**config.mk**
```make
export PLATFORM = sky130hd
export DESIGN_NAME = stack_sequencer_flat
export DESIGN_NICKNAME = d
export VERILOG_FILES = /design/src/rtl/stack_pkg.sv /design/src/rtl/stack_sequencer_if.sv /design/src/rtl/stack_sp_reg.sv /design/src/rtl/stack_sequencer.sv /design/src/flat_wrapper.sv
export SDC_FILE = /design/constraint.sdc
export NUM_CORES = 1
export LEC_CHECK = 0
export ABC_AREA = 1
export BUFFER_PORTS_ARGS = -buffer_cell sky130_fd_sc_hd__buf_2
export CAP_MARGIN = 5
export CORE_ASPECT_RATIO = 1.1
export CORE_UTILIZATION = 50
export CTS_CLUSTER_DIAMETER = 60
export DETAILED_ROUTE_END_ITERATION = 16
export PLACE_DENSITY = 0.8
export SYNTH_ARGS = -nofsm -noshare
export SYNTH_HDL_FRONTEND = slang
export SYNTH_SLANG_ARGS = --single-unit
export TNS_END_PERCENT = 100
```
**constraint.sdc**
```tcl
create_clock -name clk -period 1.91 [get_ports clk]
set_clock_uncertainty 0.05 [all_clocks]
set_input_delay 0.4775 -clock clk [delete_from_list [all_inputs] [get_ports clk]]
set_output_delay 0.4775 -clock clk [all_outputs]
set_load 0.01 [all_outputs]
```
**src/rtl/stack_pkg.sv**
```systemverilog
// rtl/stack_pkg.sv - shared op codes, default stack bounds and FSM state type
package stack_pkg;

   localparam logic [1:0] STK_NOP  = 2'b00;
   localparam logic [1:0] STK_PUSH = 2'b01;
   localparam logic [1:0] STK_POP  = 2'b10;
   localparam logic [1:0] STK_LOAD = 2'b11;

   localparam logic [7:0] STK_SP_TOP    = 8'hFF;
   localparam logic [7:0] STK_SP_BOTTOM = 8'hAF;

   typedef enum logic [2:0] {
      ST_IDLE,
      ST_WR,
      ST_RD,
      ST_RD_WAIT,
      ST_RESP
   } stk_state_e;

endpackage

```
**src/rtl/stack_sequencer_if.sv**
```systemverilog
// rtl/stack_sequencer_if.sv - command/response and data-memory port bundle of the stack sequencer
interface stack_sequencer_if;

   logic       cmd_valid;
   logic       cmd_ready;
   logic [1:0] cmd_op;
   logic [7:0] cmd_data;

   logic       rsp_valid;
   logic [7:0] rsp_data;
   logic       rsp_err;

   logic       cpu_mem_req;
   logic       stk_mem_en;
   logic       mem_we;
   logic [7:0] mem_addr;
   logic [7:0] mem_wdata;
   logic [7:0] mem_rdata;

   // master: decoder plus memory mux side; slave: the sequencer
   modport master (
      output cmd_valid, cmd_op, cmd_data, cpu_mem_req, mem_rdata,
      input  cmd_ready, rsp_valid, rsp_data, rsp_err,
      input  stk_mem_en, mem_we, mem_addr, mem_wdata
   );

   modport slave (
      input  cmd_valid, cmd_op, cmd_data, cpu_mem_req, mem_rdata,
      output cmd_ready, rsp_valid, rsp_data, rsp_err,
      output stk_mem_en, mem_we, mem_addr, mem_wdata
   );

endinterface

```
**src/rtl/stack_sp_reg.sv**
```systemverilog
// rtl/stack_sp_reg.sv - stack pointer register with inc/dec/load, full/empty flags and LOAD_SP range check
// STACK_GUARD_EN enables the range check; otherwise every load value is accepted.
module stack_sp_reg
   import stack_pkg::*;
#(
   parameter logic [7:0] SP_TOP    = STK_SP_TOP,
   parameter logic [7:0] SP_BOTTOM = STK_SP_BOTTOM
) (
   input  logic       clk,
   input  logic       rst,
   input  logic       inc_i,
   input  logic       dec_i,
   input  logic       load_i,
   input  logic [7:0] load_val_i,
   output logic [7:0] sp_o,
   output logic       full_o,
   output logic       empty_o,
   output logic       load_ok_o
);

   logic [7:0] sp_q;
   logic [7:0] sp_d;

   always_comb begin
      sp_d = sp_q;
      if (load_i) begin
         sp_d = load_val_i;
      end else if (dec_i) begin
         sp_d = sp_q - 8'd1;
      end else if (inc_i) begin
         sp_d = sp_q + 8'd1;
      end
   end

   always_ff @(posedge clk) begin
      if (rst) begin
         sp_q <= SP_TOP;
      end else begin
         sp_q <= sp_d;
      end
   end

   assign sp_o    = sp_q;
   assign full_o  = (sp_q == SP_BOTTOM);
   assign empty_o = (sp_q == SP_TOP);

`ifdef STACK_GUARD_EN
   // window test as an offset compare so a top of 8'hFF needs no always-true bound
   localparam logic [7:0] SPAN = SP_TOP - SP_BOTTOM;
   logic [7:0] load_off;
   assign load_off  = load_val_i - SP_BOTTOM;
   assign load_ok_o = (load_off <= SPAN);
`else
   assign load_ok_o = 1'b1;
`endif

endmodule

```
**src/rtl/stack_sequencer.sv**
```systemverilog
// rtl/stack_sequencer.sv - PUSH/POP/LOAD_SP sequencer onto the shared data-memory port, CPU has priority
// STACK_GUARD_EN adds LOAD_SP window rejection and the sticky fault flag.
module stack_sequencer
   import stack_pkg::*;
#(
   parameter logic [7:0] SP_TOP    = STK_SP_TOP,
   parameter logic [7:0] SP_BOTTOM = STK_SP_BOTTOM
) (
   input  logic                    clk,
   input  logic                    rst,
   stack_sequencer_if.slave        bus,
   output logic [7:0]              sp,
   output logic                    full,
   output logic                    empty,
   output logic                    fault
);

   stk_state_e state_q, state_d;
   logic [7:0] wdata_q;
   logic [7:0] rsp_data_q;
   logic       err_q;
   logic       accept;
   logic       cmd_err;
   logic       port_free;
   logic       load_ok;
   logic       sp_inc, sp_dec, sp_load;

   stack_sp_reg #(
      .SP_TOP    (SP_TOP),
      .SP_BOTTOM (SP_BOTTOM)
   ) u_sp_reg (
      .clk        (clk),
      .rst        (rst),
      .inc_i      (sp_inc),
      .dec_i      (sp_dec),
      .load_i     (sp_load),
      .load_val_i (bus.cmd_data),
      .sp_o       (sp),
      .full_o     (full),
      .empty_o    (empty),
      .load_ok_o  (load_ok)
   );

   assign bus.cmd_ready = (state_q == ST_IDLE) && !rst;
   assign accept        = bus.cmd_valid && bus.cmd_ready;
   // rst gating keeps an aborted WR/RD from strobing the port in the reset cycle
   assign port_free     = !bus.cpu_mem_req && !rst;
   assign bus.rsp_data  = rsp_data_q;

   always_comb begin
      cmd_err = 1'b0;
      case (bus.cmd_op)
         STK_PUSH: cmd_err = full;
         STK_POP:  cmd_err = empty;
         STK_LOAD: cmd_err = !load_ok;
         default:  cmd_err = 1'b0;
      endcase
   end

   always_ff @(posedge clk) begin
      if (rst) begin
         state_q <= ST_IDLE;
      end else begin
         state_q <= state_d;
      end
   end

   always_comb begin
      state_d = state_q;
      case (state_q)
         ST_IDLE: begin
            if (accept) begin
               if (cmd_err || bus.cmd_op == STK_NOP || bus.cmd_op == STK_LOAD) begin
                  state_d = ST_RESP;
               end else if (bus.cmd_op == STK_PUSH) begin
                  state_d = ST_WR;
               end else begin
                  state_d = ST_RD;
               end
            end
         end
         ST_WR:      if (port_free) state_d = ST_RESP;
         ST_RD:      if (port_free) state_d = ST_RD_WAIT;
         ST_RD_WAIT: state_d = ST_RESP;
         ST_RESP:    state_d = ST_IDLE;
         default:    state_d = ST_IDLE;
      endcase
   end

   always_comb begin
      bus.stk_mem_en = 1'b0;
      bus.mem_we     = 1'b0;
      bus.mem_addr   = 8'h00;
      bus.mem_wdata  = 8'h00;
      sp_inc         = 1'b0;
      sp_dec         = 1'b0;
      sp_load        = accept && (bus.cmd_op == STK_LOAD) && load_ok;
      case (state_q)
         ST_WR: begin
            if (port_free) begin
               bus.stk_mem_en = 1'b1;
               bus.mem_we     = 1'b1;
               bus.mem_addr   = sp;
               bus.mem_wdata  = wdata_q;
               sp_dec         = 1'b1;
            end
         end
         ST_RD: begin
            if (port_free) begin
               bus.stk_mem_en = 1'b1;
               bus.mem_addr   = sp + 8'd1;
               sp_inc         = 1'b1;
            end
         end
         default: ;
      endcase
      bus.rsp_valid = (state_q == ST_RESP);
      bus.rsp_err   = (state_q == ST_RESP) && err_q;
   end

   always_ff @(posedge clk) begin
      if (rst) begin
         wdata_q    <= 8'h00;
         err_q      <= 1'b0;
         rsp_data_q <= 8'h00;
      end else begin
         if (accept) begin
            wdata_q <= bus.cmd_data;
            err_q   <= cmd_err;
         end
         if (state_q == ST_RD_WAIT) begin
            rsp_data_q <= bus.mem_rdata;
         end
      end
   end

`ifdef STACK_GUARD_EN
   logic fault_q;
   always_ff @(posedge clk) begin
      if (rst) begin
         fault_q <= 1'b0;
      end else if (accept && cmd_err) begin
         fault_q <= 1'b1;
      end
   end
   assign fault = fault_q;
`else
   assign fault = 1'b0;
`endif

endmodule

```
**src/flat_wrapper.sv**
```systemverilog
// flat-port wrapper written by rule: the top's interface ports become plain ports
module stack_sequencer_flat import stack_pkg::*;
#(
   parameter logic [7:0] SP_TOP    = STK_SP_TOP,
   parameter logic [7:0] SP_BOTTOM = STK_SP_BOTTOM
)
  (clk, rst, sp, full, empty, fault, bus_cmd_valid, bus_cmd_op, bus_cmd_data, bus_cpu_mem_req, bus_mem_rdata, bus_cmd_ready, bus_rsp_valid, bus_rsp_data, bus_rsp_err, bus_stk_mem_en, bus_mem_we, bus_mem_addr, bus_mem_wdata);
  stack_sequencer_if bus_i ();
  input  logic clk;
  input  logic rst;
  output logic [7:0] sp;
  output logic full;
  output logic empty;
  output logic fault;
  input wire logic [$bits(bus_i.cmd_valid)-1:0] bus_cmd_valid;
  input wire logic [$bits(bus_i.cmd_op)-1:0] bus_cmd_op;
  input wire logic [$bits(bus_i.cmd_data)-1:0] bus_cmd_data;
  input wire logic [$bits(bus_i.cpu_mem_req)-1:0] bus_cpu_mem_req;
  input wire logic [$bits(bus_i.mem_rdata)-1:0] bus_mem_rdata;
  output wire logic [$bits(bus_i.cmd_ready)-1:0] bus_cmd_ready;
  output wire logic [$bits(bus_i.rsp_valid)-1:0] bus_rsp_valid;
  output wire logic [$bits(bus_i.rsp_data)-1:0] bus_rsp_data;
  output wire logic [$bits(bus_i.rsp_err)-1:0] bus_rsp_err;
  output wire logic [$bits(bus_i.stk_mem_en)-1:0] bus_stk_mem_en;
  output wire logic [$bits(bus_i.mem_we)-1:0] bus_mem_we;
  output wire logic [$bits(bus_i.mem_addr)-1:0] bus_mem_addr;
  output wire logic [$bits(bus_i.mem_wdata)-1:0] bus_mem_wdata;
  assign bus_i.cmd_valid = bus_cmd_valid;
  assign bus_i.cmd_op = bus_cmd_op;
  assign bus_i.cmd_data = bus_cmd_data;
  assign bus_i.cpu_mem_req = bus_cpu_mem_req;
  assign bus_i.mem_rdata = bus_mem_rdata;
  assign bus_cmd_ready = bus_i.cmd_ready;
  assign bus_rsp_valid = bus_i.rsp_valid;
  assign bus_rsp_data = bus_i.rsp_data;
  assign bus_rsp_err = bus_i.rsp_err;
  assign bus_stk_mem_en = bus_i.stk_mem_en;
  assign bus_mem_we = bus_i.mem_we;
  assign bus_mem_addr = bus_i.mem_addr;
  assign bus_mem_wdata = bus_i.mem_wdata;
  stack_sequencer #(.SP_TOP(SP_TOP), .SP_BOTTOM(SP_BOTTOM)) u_core (.clk(clk), .rst(rst), .bus(bus_i), .sp(sp), .full(full), .empty(empty), .fault(fault));
endmodule
```
After elaboration in Yosys (flattened, before gate mapping)
Index checks and enable logic that the tools add are counted.
{"block": "totals", "regBits": 28, "input_bits": 22, "output_inout_bits": 40, "elab_cells": 52}
{"block": "op_classes", "n_addsub": 2, "eq_ne": 12, "muxes": 19, "reduce_logical": 14}
{"operator": "$mux W8", "count": 7}
{"operator": "$eq A8 B8 Y1 const B", "count": 2}
{"operator": "$pmux W8 S2", "count": 1}
{"operator": "$mux W3", "count": 4}
{"operator": "$pmux W3 S4", "count": 1}
{"operator": "$add A8 B1 Y8 const B", "count": 1}
{"operator": "$sub A8 B1 Y8 const B", "count": 1}
{"operator": "$eq A3 B2 Y1 const B", "count": 2}
{"operator": "$ne A2 B1 Y1 const B", "count": 3}
{"operator": "$logic_and A1 B1 Y1", "count": 5}
{"operator": "$eq A2 B2 Y1 const B", "count": 2}
{"operator": "$mux W1", "count": 4}
{"operator": "$eq A3 B1 Y1 const B", "count": 1}
{"operator": "$eq A3 B3 Y1 const B", "count": 1}
{"operator": "$logic_not A3 Y1", "count": 1}
{"operator": "$reduce_and A3 Y1", "count": 1}
{"operator": "$reduce_bool A3 Y1", "count": 1}
{"operator": "$eq A2 B1 Y1 const B", "count": 1}
{"operator": "$logic_not A1 Y1", "count": 2}
{"operator": "$logic_not A2 Y1", "count": 1}
{"operator": "$logic_or A1 B1 Y1", "count": 2}
{"operator": "$mux W2", "count": 1}
{"operator": "$pmux W1 S2", "count": 1}
{"operator": "$reduce_or A2 Y1", "count": 1}

Longest topological paths before layout
Gate-level depths: netlist of run 1.
{"block": "depth", "word_depth": 7, "ltp_mapped": 10, "ltp_nobuf": 10}

By module
A second synthesis of run 1 with hierarchy kept.
{"block": "unflattened", "cells_unflattened": 294, "hier_area_um2": 1938.1}
{"mod": "stack_sequencer", "instances": 1, "cells_per_inst": 179, "area_per_inst_um2": 1199.9, "seq_area_each_um2": 400.4}
{"mod": "stack_sp_reg", "instances": 1, "cells_per_inst": 115, "area_per_inst_um2": 738.2, "seq_area_each_um2": 160.2}

Worst setup path after synthesis of run 1
OpenSTA, ideal clock, no wires.
{"block": "synth_path", "path_kind": "input port to output port", "from": "input port rst", "to": "output port bus_mem_addr[6]", "arrival_time_ns": 1.291, "required_ns": 1.382, "path_slack_ns": 0.091, "path_stages": 6, "n_path_buf": 1, "path_cell_list": "nor2_4 inv_2 nor2_4 inv_2 buf_2 o22ai_1"}
{"block": "synth_via", "elab_chain_cells": 4, "elab_cells_between_ends": 5, "classes_between": "mux: 3; reduce/logical: 2"}
{"element": "start: declaration", "line": "flat_wrapper.sv:10", "text": "input logic rst;"}
{"element": "$logic_not A1 Y1 *", "line": "stack_sequencer.sv:47", "text": "assign port_free = !bus.cpu_mem_req && !rst;"}
{"element": "$logic_and A1 B1 Y1 *", "line": "stack_sequencer.sv:47"}
{"element": "$mux W8 (on tied branches)", "line": "stack_sequencer.sv:109, stack_sequencer.sv:100"}
{"element": "$pmux W8 S2 *", "line": "stack_sequencer.sv:98", "text": "case (state_q)"}
{"element": "end: declaration", "line": "flat_wrapper.sv:26", "text": "output wire logic [$bits(bus_i.mem_addr)-1:0] bus_mem_addr;"}
Every way passes the cells marked *; elsewhere a longest branch is shown, timed or not.

Worst setup path in the final report of run 1
{"block": "layout_path", "from": "register u_core.state_q[0]", "to": "output port bus_mem_addr[7]"}
{"block": "layout_via", "elab_chain_cells": 2, "elab_cells_between_ends": 3, "classes_between": "eq/ne: 2; mux: 1"}
{"element": "start: declaration", "line": "stack_sequencer.sv:18", "text": "stk_state_e state_q, state_d;"}
{"element": "start signal: assignment", "line": "stack_sequencer.sv:64", "text": "state_q <= state_d;"}
{"element": "$eq A3 B2 Y1 or $eq A3 B1 Y1 (tied branches)", "line": "stack_sequencer.sv:98"}
{"element": "$pmux W8 S2 *", "line": "stack_sequencer.sv:98"}
Marks and branches as above.

==> summary.md, run 1 <==
| Metric | Value |
|---|---|
| Worst-skew pair later-pin latency | `~340 ps` |
| CP endpoint kind | `primary output` |
| Power Total | `3.27 mW` |
| Fin nets | `393` |
| Post-synthesis async set-or-reset flop share | `0%` |
| GRT Residual Overflow | `0` |
| Crit path max fanout | `8` |
| Pin count of the biggest net entering global routing | `19` |
| Hpwl dp | `around 3600 µm` |
| Vias in the first global route | `just over 2,000` |
| Yosys top cell area share | `30.8%` |
| Synthesis Warnings | `0` |
| Fin Hold WS | `283 ps` |
| Reg clk slew, reported paths | `between 150 and 200 ps` |
| DRT antenna net count | `0` |
| Synthesized Nets | `between 300 and 400` |
| HP Class | `in2reg` |
| Core Area | `roughly 3400 µm²` |
| Syn_area_per_cell | `~6.7 µm²` |
| Peak supply drop | `~0.8 mV` |
| Synth Cell Area | `1820 µm²` |
| Count of different cell masters after synthesis | `29` |
| Via count | `between 2,000 and 2,500` |
| Hold Fails Final Rpt | `0` |
| Antenna diodes | `0` |
| Highest Clock Rate | `between 0.4 and 0.5 GHz` |
| Pleak | `~1.4 nW` |
| Initial antenna violation count | `0` |
| Synth top area cells | `dfxtp_1 31%, nand2_1 11%, nand3_1 8.8%` |
| Sequential-to-total area share from yosys stat | `a little under a third` |
| Slew Limit Fails | `0` |
| Gr usage total | `29.5%` |
| Final WL | `roughly 5900 µm` |
| Top-count cell post-synth | `nand2_1` |
| Synth Register Bits | `28` |
| DR iter-0 viols | `between 100 and 150` |
| Finish-stage setup viols | `19` |
| Final worst path period share | `109%` |
| WP data required | `between 1000 and 1500 ps` |
| Die area | `between 3000 and 4000 µm²` |
| CTS HTree Levels | `1` |
| Post-route minimum period | `a little over 2000 ps` |
| Setup slack at placement | `-47.4 ps` |
| Die H | `~65 µm` |
| Initial Utilization | `53.3%` |
| PD cells | `between 1000 and 1500 nW/µm²` |
| RSZ-0062 raised after global routing | `yes` |
| Num CTS Buffers | `3` |
| Area delta synth->final | `48.0%` |
| Die width | `between 50 and 60 µm` |
| Fraction of layout cells with a size suffix above 1 | `44.8%` |
| CTS tree | `built` |
| CTS sink cnt | `28` |
| Status | `finished, violations left` |
| Yosys top cell by area | `dfxtp_1` |
| Vias per std cell | `about 5.3` |
| Critical path startpoint category | `flip-flop` |
| WS Path Type | `reg2out` |
| Clock Path Buffers | `2` |
| Io pins | `62` |
| Synth top cells by count | `53 x nand2_1, 37 x nor2_1, 32 x nand3_1` |
| WP data arrival | `1550 ps` |
| Clk root buf | `clkbuf_4` |
| First-pass GRT wire length | `approximately 8700 µm` |
| Min setup slack post-route | `-165 ps` |
| DR pass1 iterations | `4` |
| Failing checks | `negative setup slack` |
| Cells after synthesis | `between 200 and 300` |
| Max-cap viol count | `0` |
| Post-DR wirelength/cell | `between 10 and 15 µm` |
| Residual DRC | `0` |
| Main synth FF type | `dfxtp_1` |
| Row count | `22` |
| I/O Buffers | `60` |
| GP Congestion | `slightly below 0.9` |
| EDFF count, synth | `0` |
metrics by stage:
step / utilization [%] / setup TNS [ps] / cells / cell area [µm²]
CTS: 72.9 / -1490 / 401 / 2490
global route: 78.8 / -3420 / 412 / 2690
global placement: 65.4 / 0 / 387 / 2230
finish: 78.8 / -1990 / 412 / 2690
floorplan: - / 0 / 273 / 1820
detailed placement: 65.4 / -60.7 / 387 / 2230
layout by cell type (no fill, tap or decap), types with 3 or more instances in the layout:
| master | count |
|---|---|
| buf_4 | 32 |
| nor3_2 | 3 |
| buf_6 | 5 |
| nand3_1 | 28 |
| buf_2 | 58 |
| nand2_4 | 8 |
| nor2_1 | 30 |
| dfxtp_2 | 5 |
| o22ai_1 | 3 |
| nand2_1 | 48 |
| a21oi_1 | 14 |
| inv_2 | 7 |
| nor2_4 | 8 |
| o21ai_0 | 19 |
| inv_1 | 20 |
| nand3_4 | 3 |
| dfxtp_1 | 20 |
| clkbuf_4 | 3 |
| o211ai_1 | 5 |
| nor2_2 | 5 |
| ha_1 | 4 |
| dfxtp_4 | 3 |
| o21ai_1 | 4 |
| inv_4 | 5 |
cells by family (layout without fill, tap and decap cells):
| family | count (synthesis) | in the layout | synth area share (%) |
|---|---|---|---|
| and+or+nand+nor | 143 | 143 | 38.4 |
| xor gates and xnor gates | 3 | 3 | 1.45 |
| adders and majority gates | 6 | 6 | 4.13 |
| DFF | 28 | 28 | 30.8 |
| AOI/OAI and AO/OA | 50 | 50 | 15.0 |
| other | 1 | 1 | 0.206 |
| buffers and inverters | 42 | 133 | 9.98 |
flip-flops by register name, summed over array words and instances (netlist names):
register              cells
u_core.err_q              1
u_core.u_sp_reg.sp_o      8
u_core.bus.rsp_data       8
u_core.state_q            3
u_core.wdata_q            8
layer usage:
metal / vias up / GRT usage, % / part of all wire [%]
met5: - / 0 / 0
met4: 0 / 13.4 / 3.5
met3: 23 / 4.92 / 6.0
met2: 104 / 51.7 / 52
met1: 1003 / 34.5 / 39
li1: 1068 / - / -
layout make-up:
type	instances	area [µm²]
multi-input combinational	203	1260
fill	243	722
timing repair buffer	95	587
sequential	28	578
inverter	33	146
tap	48	60.1
clock inverter	1	30.0
clock buffer	3	22.5
timing repair inverter	1	6.26
worst max-delay path: stages (launching register included):
cell,delay (ps)
dfxtp_2,390
inv_4,50
nor2_4,100
nand2_4,80
nor2_4,160
clkinv_4,120
o22ai_2,160
buf_2,140
path summary, 6_finish.rpt:
| check | from | endpoint | slack, ps | cells after the start |
|---|---|---|---|---|
| worst max-delay path | u_core.state_q[0]$_SDFFE_PP0P_ | bus_mem_addr[7] | -160 | 7 |
| worst min-delay path | bus_cmd_data[5] | u_core.wdata_q[5]$_SDFFE_PP0P_ | 280 | 3 |
| worst max register to register | u_core.state_q[1]$_SDFFE_PP0P_ | u_core.u_sp_reg.sp_o[3]$_SDFFE_PP1P_ | 360 | 9 |
| worst min register to register | u_core.wdata_q[1]$_SDFFE_PP0P_ | u_core.wdata_q[1]$_SDFFE_PP0P_ | 420 | 2 |
power breakdown:
group / leakage (nW) / total, mW / switching, mW / internal, mW
logic: 1.13 / 2.05 / 1.19 / 0.856
clock network: 0.0279 / 0.403 / 0.190 / 0.213
registers: 0.229 / 0.821 / 0.104 / 0.716
repair_timing:
item,in CTS,in global routing
pin swaps,5,10
resized for setup,43,33
setup buffers,9,12
gates cloned,1,0
endpoints found under the setup margin,17,21
hold buffers,0,0
No activity file was read; power rests on OpenSTA's default activity.
==> run 2: changes to the inputs <==
Settings changed: CORE_UTILIZATION 50 to 45, PLACE_DENSITY 0.8 to 0.76.
Clock period 1.91 ns to 1.9 ns, I/O delays scaled along.
==> summary.md, run 2 (synthesis results as in run 1) <==
| Metric | Value |
|---|---|
| Vias in the first global route | `between 1,500 and 2,000` |
| CTS HTree Levels | `1` |
| Reg clk slew, reported paths | `100 ps` |
| First-pass GRT wire length | `8160 µm` |
| Peak supply drop | `roughly 0.68 mV` |
| Io pins | `62` |
| Clock Path Buffers | `2` |
| Worst path top cell family by delay | `flip-flops` |
| Clk root buf | `clkbuf_8` |
| Die H | `68.7 µm` |
| Initial Utilization | `48.6%` |
| Gr usage total | `around a quarter` |
| Post-CTS Hold Buffers | `0` |
| CP max stage delay | `410 ps` |
| Crit-path cells | `nand3_4, nor2_4, buf_6, nand2_2, nand2_1, nand2_1, o22ai_1, buf_2` |
| Setup TNS | `-365 ps` |
| Worst Setup SP | `u_core.u_sp_reg.sp_o[0]$_SDFFE_PP1P_` |
| WP data arrival | `1450 ps` |
| Post-route cell area | `2560 µm²` |
| Crit path depth | `8` |
| Launching point of the worst reg2reg path | `u_core.u_sp_reg.sp_o[0]$_SDFFE_PP1P_` |
| Fraction of layout cells with a size suffix above 1 | `40.9%` |
| Core Area | `3740 µm²` |
| Residual DRC | `0` |
| Pleak | `between 1 and 1.5 nW` |
| Pin count of the biggest net entering global routing | `19` |
| CP endpoint kind | `primary output` |
| I/O Buffers | `60` |
| Min setup slack post-route | `-70.2 ps` |
| HP Class | `in2reg` |
| Row count | `23` |
| Finish-stage setup viols | `9` |
| Final WL | `5210 µm` |
| Slew Limit Fails | `0` |
| CP most frequent cell | `nand2_1` |
| GRT Residual Overflow | `0` |
| Reg2reg setup slack | `about 380 ps` |
| Hold Fails Final Rpt | `0` |
| WP data required | `~1400 ps` |
| Post-DR wirelength/cell | `13.0 µm` |
| Max-cap viol count | `0` |
| Crit path max fanout | `3` |
| Fin nets | `around 380` |
| CTS tree | `built` |
| Initial antenna violation count | `0` |
| Die area | `between 4000 and 5000 µm²` |
| Commonest non-fill, non-tap cell in the layout | `buf_2` |
| GP Congestion | `between 0.8 and 0.9` |
| Placed inst area | `2250 µm²` |
| Final worst path period share | `104%` |
| Failing checks | `negative setup slack` |
| CTS sink cnt | `28` |
| CP max stage cell | `dfxtp_4` |
| Post-route minimum period | `between 1500 and 2000 ps` |
| DR iter-0 viols | `137` |
| Highest Clock Rate | `a little over 0.5 GHz` |
| DRT antenna net count | `0` |
| Die width | `about 63 µm` |
| PD cells | `around 1200 nW/µm²` |
| Critical path startpoint category | `flip-flop` |
| Setup crit end | `bus_mem_addr[7]` |
| Most frequent cells in the layout | `60 x buf_2, 49 x nand2_1, 35 x nor2_1` |
| Via count | `~2,100` |
| Hpwl dp | `around 3900 µm` |
| R2R depth | `10` |
| DR pass1 iterations | `5` |
| WS Path Type | `reg2out` |
| Num CTS Buffers | `3` |
| FF-to-FF End | `u_core.state_q[2]$_SDFFE_PP0P_` |
| Antenna diodes | `0` |
| Worst-skew pair later-pin latency | `between 200 and 300 ps` |
| Status | `finished, violations left` |
| Setup slack at placement | `22.1 ps` |
| RSZ-0062 raised after global routing | `yes` |
| Area delta synth->final | `40.7%` |
| Vias per std cell | `slightly above 5` |
| Buf/Inv on CP | `2` |
[run 2: per-layer routing]
metal  share of wire [%]  track usage [%]
met1                  42             28.9
met2                  51             46.3
met3                 5.1             2.47
met4                 1.5             7.85
met5                   0                0
[run 2: per-stage QoR]
step                      util, %  total power, mW  std cells  hold slack (ps)
after floorplan                 -             1.84        273              379
after global placement       60.1             2.26        389              387
after detailed placement     60.1             2.28        389              395
after CTS                    65.5             2.85        398              357
after global routing         68.4             3.27        402              360
final                        68.4             3.05        402              356
[run 2: cell type report]
cell class	count	area, µm²
Clock buffer	4	55.1
Fill cell	319	1180
Inverter	33	136
Multi-Input combinational cell	203	1220
Sequential cell	28	579
Tap cell	50	62.6
Timing Repair Buffer	84	504
[run 2: what timing repair did]
action                     CTS  global route
gates resized for setup     31            23
cloned                       0             0
setup endpoints to repair   16            17
pin swaps                    8             9
setup buffers                5             4
[run 2: tightest hold or removal path, stage by stage]
cell and delay, ps:
buf_2 90, nand2_1 50, nand2_1 50
[run 2: worst min path at each step]
stage | start | slack [ps] | cells after the start | to
global placement | u_core.wdata_q[0]$_SDFFE_PP0P_ | 390 | 2 | u_core.wdata_q[0]$_SDFFE_PP0P_
detailed placement | u_core.wdata_q[0]$_SDFFE_PP0P_ | 400 | 2 | u_core.wdata_q[0]$_SDFFE_PP0P_
floorplan | u_core.wdata_q[0]$_SDFFE_PP0P_ | 380 | 2 | u_core.wdata_q[0]$_SDFFE_PP0P_
global route | bus_cmd_data[5] | 360 | 3 | u_core.wdata_q[5]$_SDFFE_PP0P_
finish | bus_cmd_data[7] | 360 | 3 | u_core.wdata_q[7]$_SDFFE_PP0P_
CTS | bus_cmd_data[7] | 360 | 3 | u_core.wdata_q[7]$_SDFFE_PP0P_
[run 2: power breakdown]
| part | switching (mW) | leakage [nW] | internal [mW] | total [mW] |
|---|---|---|---|---|
| clock | 0.197 | 0.0288 | 0.186 | 0.383 |
| sequential | 0.102 | 0.228 | 0.721 | 0.823 |
| combinational | 1.09 | 1.07 | 0.761 | 1.85 |
| total | 1.39 | 1.33 | 1.67 | 3.05 |
